### config.mk
export PLATFORM = sky130hd
export DESIGN_NAME = alu_rotcmp_pipe
export DESIGN_NICKNAME = d
export VERILOG_FILES = /design/src/rtl/alu_rotcmp_pipe.sv
export SDC_FILE = /design/constraint.sdc
export NUM_CORES = 1
export LEC_CHECK = 0
export ABC_AREA = 1
export CAP_MARGIN = 20
export CORE_MARGIN = 2
export CORE_UTILIZATION = 28
export CTS_BUF_LIST = sky130_fd_sc_hd__clkbuf_8
export DETAILED_ROUTE_END_ITERATION = 12
export PLACE_DENSITY = 0.5
export SYNTH_ARGS = -nofsm -noshare
export SYNTH_HDL_FRONTEND = slang
export SYNTH_SLANG_ARGS = --single-unit
### constraint.sdc
create_clock -name clk -period 3.6 [get_ports clk]
set_clock_uncertainty 0.15 [all_clocks]
set_input_delay 0.9 -clock clk [delete_from_list [all_inputs] [get_ports clk]]
set_output_delay 0.9 -clock clk [all_outputs]
set_load 0.1 [all_outputs]
### src/rtl/alu_rotcmp_pipe.sv
// alu_rotcmp_pipe: two-stage valid/ready rotate/compare ALU.
// S1 holds the operand beat and S2 holds the result plus flags.
// Define ALU_ROTCMP_SIGNED_EN to enable SMAX/SMIN on opcodes 4/5.
// Without that macro, opcodes 4/5 are illegal.
module alu_rotcmp_pipe #(
  parameter int WIDTH   = 8,
  parameter int SHIFT_W = 5
) (
  input  logic               clk,
  input  logic               rst_n,
  input  logic               in_valid,
  output logic               in_ready,
  input  logic [3:0]         opcode,
  input  logic [WIDTH-1:0]   input1,
  input  logic [WIDTH-1:0]   input2,
  input  logic [SHIFT_W-1:0] shiftValue,
  output logic               out_valid,
  input  logic               out_ready,
  output logic [WIDTH-1:0]   result,
  output logic               carryFlag,
  output logic               zeroFlag,
  output logic               overFlowFlag,
  output logic               illegalOp
);

  localparam logic [3:0] OP_ROL  = 4'd0;
  localparam logic [3:0] OP_ROR  = 4'd1;
  localparam logic [3:0] OP_MAX  = 4'd2;
  localparam logic [3:0] OP_MIN  = 4'd3;
  localparam logic [3:0] OP_SMAX = 4'd4;
  localparam logic [3:0] OP_SMIN = 4'd5;

  // Stage 1 operand registers
  logic               s1_valid_r;
  logic [3:0]         s1_op_r;
  logic [WIDTH-1:0]   s1_a_r;
  logic [WIDTH-1:0]   s1_b_r;
  logic [SHIFT_W-1:0] s1_sh_r;

  // Stage 2 result registers
  logic               out_valid_r;
  logic [WIDTH-1:0]   result_r;
  logic               carry_r;
  logic               zero_r;
  logic               ovf_r;
  logic               ill_r;

  // Handshake and datapath signals
  logic               s2_load_s;
  logic               s1_load_s;
  logic [31:0]        amt_s;
  logic [WIDTH-1:0]   rol_s;
  logic [WIDTH-1:0]   ror_s;
  logic               amt_zero_s;
  logic               borrow_s;
  logic               b_lt_a_s;
  logic               lt_low_s;
  logic               ovf_sub_s;
  logic [WIDTH-1:0]   res_s;
  logic               carry_s;
  logic               ovf_s;
  logic               ill_s;
  logic               zero_s;

  // S2 may take a new beat when it is empty or its current result is being consumed.
  assign s2_load_s = !out_valid_r || out_ready;
  assign s1_load_s = !s1_valid_r || s2_load_s;
  assign in_ready  = s1_load_s;

  // Rotation amount is reduced modulo WIDTH.
  // A shift by the full WIDTH yields zero, which covers the amount-0 case.
  assign amt_s      = 32'(s1_sh_r) % 32'(WIDTH);
  assign amt_zero_s = (amt_s == 32'd0);
  assign rol_s      = (s1_a_r << amt_s) | (s1_a_r >> (32'(WIDTH) - amt_s));
  assign ror_s      = (s1_a_r >> amt_s) | (s1_a_r << (32'(WIDTH) - amt_s));

  // Unsigned compare and signed overflow of input1 - input2.
  // The overflow is derived from the sign bits plus the magnitude compare of the low bits.
  assign borrow_s  = (s1_a_r < s1_b_r);
  assign b_lt_a_s  = (s1_b_r < s1_a_r);
  assign lt_low_s  = (s1_a_r[WIDTH-2:0] < s1_b_r[WIDTH-2:0]);
  assign ovf_sub_s = (s1_a_r[WIDTH-1] && !s1_b_r[WIDTH-1] && lt_low_s) ||
                     (!s1_a_r[WIDTH-1] && s1_b_r[WIDTH-1] && !lt_low_s);

`ifdef ALU_ROTCMP_SIGNED_EN
  logic               sb_lt_a_s;
  assign sb_lt_a_s = ($signed(s1_b_r) < $signed(s1_a_r));
`endif

  // Operation decode: result, carry, overflow and illegal-op for the S1 beat
  always_comb begin
    res_s   = {WIDTH{1'b0}};
    carry_s = 1'b0;
    ovf_s   = 1'b0;
    ill_s   = 1'b0;
    case (s1_op_r)
      OP_ROL: begin
        res_s   = rol_s;
        carry_s = amt_zero_s ? 1'b0 : rol_s[0];
      end
      OP_ROR: begin
        res_s   = ror_s;
        carry_s = amt_zero_s ? 1'b0 : ror_s[WIDTH-1];
      end
      OP_MAX: begin
        res_s   = b_lt_a_s ? s1_a_r : s1_b_r;
        carry_s = borrow_s;
        ovf_s   = ovf_sub_s;
      end
      OP_MIN: begin
        res_s   = b_lt_a_s ? s1_b_r : s1_a_r;
        carry_s = borrow_s;
        ovf_s   = ovf_sub_s;
      end
`ifdef ALU_ROTCMP_SIGNED_EN
      OP_SMAX: begin
        res_s   = sb_lt_a_s ? s1_a_r : s1_b_r;
        carry_s = borrow_s;
        ovf_s   = ovf_sub_s;
      end
      OP_SMIN: begin
        res_s   = sb_lt_a_s ? s1_b_r : s1_a_r;
        carry_s = borrow_s;
        ovf_s   = ovf_sub_s;
      end
`else
      OP_SMAX, OP_SMIN: begin
        ill_s = 1'b1;
      end
`endif
      default: begin
        ill_s = 1'b1;
      end
    endcase
  end

  assign zero_s = (res_s == {WIDTH{1'b0}});

  // Stage 1: capture an operand beat whenever the stage can advance
  always_ff @(posedge clk) begin
    if (!rst_n) begin
      s1_valid_r <= 1'b0;
      s1_op_r    <= 4'd0;
      s1_a_r     <= {WIDTH{1'b0}};
      s1_b_r     <= {WIDTH{1'b0}};
      s1_sh_r    <= {SHIFT_W{1'b0}};
    end else if (s1_load_s) begin
      s1_valid_r <= in_valid;
      if (in_valid) begin
        s1_op_r <= opcode;
        s1_a_r  <= input1;
        s1_b_r  <= input2;
        s1_sh_r <= shiftValue;
      end
    end
  end

  // Stage 2: register the result and flags, and hold them under backpressure
  always_ff @(posedge clk) begin
    if (!rst_n) begin
      out_valid_r <= 1'b0;
      result_r    <= {WIDTH{1'b0}};
      carry_r     <= 1'b0;
      zero_r      <= 1'b0;
      ovf_r       <= 1'b0;
      ill_r       <= 1'b0;
    end else if (s2_load_s) begin
      out_valid_r <= s1_valid_r;
      if (s1_valid_r) begin
        result_r <= res_s;
        carry_r  <= carry_s;
        zero_r   <= zero_s;
        ovf_r    <= ovf_s;
        ill_r    <= ill_s;
      end
    end
  end

  assign out_valid    = out_valid_r;
  assign result       = result_r;
  assign carryFlag    = carry_r;
  assign zeroFlag     = zero_r;
  assign overFlowFlag = ovf_r;
  assign illegalOp    = ill_r;

endmodule

==> flow_summary.toml <==
[critical_path]
critical_path_buf_inv_count = 3
crit_top_cell = "nand2_1"
path_cells = "inv_4 > ha_1 > ha_1 > inv_1 > a21oi_1 > nand2_1 > nand3_1 > nand2_1 > nand2_1 > inv_1 > o21ai_1 > nand2_1 > a21oi_1"
cp-end-kind = "flip-flop"
required_ps = 3680
cp.arrival_ps = 2970
cp_max_fo = 18
cp_slowest_stage_delay_ps = 740
timing.critical_path.max_delay_family = "compound AO/OA/AOI/OAI gates"
slowest_stage = "dfxtp_1"
start_kind = "flip-flop"
timing.rr.start = "s1_sh_r[0]"
crit_start = "s1_sh_r[0]"
path_class = "flip-flop to flip-flop"

[route]
num_vias = 3190
wl_met2_um = 4430
routed_wl_um = 9050
drt-met1-wl_um = 4080
top_layer = "met4"
routedWlPerCell_um = 13.8
drc = 0
wl_met3_um = 352
first_iter_violations = 129
post_drt_via_cell_ratio = 4.87
ant_nets = 0
first_pass_iters = 4

[finish]
drive_gt1_share_pct = 10.8
final_cell_area_um2 = 3550
final_common_cell = "nand2_1"
num-nets-final = 565
final_cell_mix = "nand2_1, nand3_1, o21ai_0, a21oi_1"
finish.utilization_pct = 34.3
diodes = 0
area_growth_pct = 18.4

[placed_design]
dpl-instance-area_um2 = 3440
place_ws_ps = 767
globalplace.congestion = 0.900
dp_hpwl_um = 6810
numPortBuffers = 40

[timing]
setup_ws_ps = 707
fin_crit_sh_pct = 80.4
clock.fmax_ghz = 0.346
fin_crit_ps = 2890
tightest_slew_ps = 1040
rsz0062_at_grt = "false"
fin_setup_tns_ps = 0
worst_hold_slack_ps = 330
finalHoldViolCount = 0
slew_headroom_pct = 30.0
slew_violations = 0
setup_viol = 0

[hold_path]
hold_class = "flip-flop to flip-flop"
hold_start = "carryFlag"

[global_route]
grt_pass1_wl_um = 15000
grt_overflow = 0
grt_max_degree = 46
grt_pass1_vias = 3082
grt_usage_pct = 16.3
antenna_found_initial = 0

[clock_network]
cts_hold_repair.buffers = 0
clkLatencyLatePin_ps = 290
post_cts.repair.setup_buffers = 0
path_clk_slew_ps = 80
root_buffer = "clkbuf_8"
cts_made_buffers = 5
cts_tree = "yes"
cts_resized = 0
cts.path.max_buffers = 2
clkSinkCount = 37
htreeDepth = 2

[die]
core-area_um2 = 10400
rows = 37
start_util_pct = 29.0
die_area_um2 = 11600
die_y_um = 108
die_w_um = 108
ios = 43

[logic_synthesis]
avgSynthCellArea_um2 = 6.15
yosysSeqAreaShare_pct = 24.7
ys_warn_count = 0
synth_xor_xnor_area_share_pct = 0
synth_top_family_by_area = "simple AND/OR/NAND/NOR gates"
synth_edf_count = 0
ys_seq_elements = 37
synthSimpleGateAreaFrac_pct = 38.6
async_reset_ff_share_pct = 0
synth_area_um2 = 3000
synthCells = 488
synth_cell_types = 31
synth_compound_area_share_pct = 19.1
synth_nets = 535
synth_adder_area_share_pct = 7.50
ys.flop_type = "dfxtp_1"
yosys-mux-area-fraction_pct = 0

[outcome]
status = "finished, final reports clean"

[power]
total_leakage_power_uw = 0.00169
p_per_area_nw_per_um2 = 399
ir_worst_vdd_mv = 0.158

[job]
max_cap_violations = 0
-- flip-flops by register name, summed over array words and instances (netlist names), 3 cells and up --
signal   count
result       8
s1_b_r       8
s1_a_r       8
s1_sh_r      3
s1_op_r      4
-- stage by stage --
step	power, uW	cells
final	1420	655
after global routing	1530	655
after CTS	1430	655
after detailed placement	1050	647
after global placement	1050	647
after floorplan	918	488
-- synth_stat cells, types with 2 or more instances --
library cell    n  area share (%)
nand2_2         5             1.0
clkbuf_1       10             1.3
nor2_1         31             3.9
a21oi_2         3            0.88
o211ai_1        8             2.0
nand2_4         3             1.1
buf_6           5             1.9
inv_2           5            0.63
nor3_1          2            0.33
a21oi_1        39             6.5
buf_2           4            0.67
o21ai_2         3            0.88
dfxtp_1        37              25
ha_1           18             7.5
o21ai_0        39             6.5
o21ai_1         9             1.5
nor2_2          3            0.63
nor2_4          5             1.9
inv_1          37             4.6
nand2_1       158              20
nand3_1        54             9.0
-- cell families after synthesis --
family | count (synthesis)
and+or+nand+nor | 265
buffers and inverters | 64
AOI/OAI and AO/OA | 104
adders and majority gates | 18
DFF | 37
-- power breakdown --
part	internal [uW]	switching [uW]
clock	207	163
combinational	181	393
sequential	439	34.4
-- worst reg2reg max path, delay by kind of cell, from the launching register on --
kind	cells	cell delay (ps)
AO/OA/AOI/OAI	3	750
buffers and inverters	3	220
adder cells (fa/ha/maj)	2	490
flip-flops	1	740
AND/OR/NAND/NOR	5	500
-- worst paths after layout --
check              endpoint  depth (start not counted)  slack (ps)
hold reg to reg   carryFlag                          2         330
setup reg to reg  carryFlag                         13         710
setup / recovery  carryFlag                         13         710
hold / removal    carryFlag                          2         330
-- cell type report --
type / count / area (um2)
fill: 1176 / 6820
multi-input combinational: 387 / 1960
sequential: 37 / 741
timing repair buffer: 44 / 408
tap: 136 / 170
inverter: 43 / 164
clock buffer: 5 / 68.8
clock inverter: 3 / 46.3
-- metal layers --
| layer | GRT usage (%) | vias up |
|---|---|---|
| met3 | 2.36 | 18 |
| met2 | 28.9 | 68 |
| met4 | 5.04 | 0 |
| li1 | - | 1658 |
| met5 | 0 | - |
| met1 | 20.3 | 1446 |
Power figures use the tool's default switching activity.
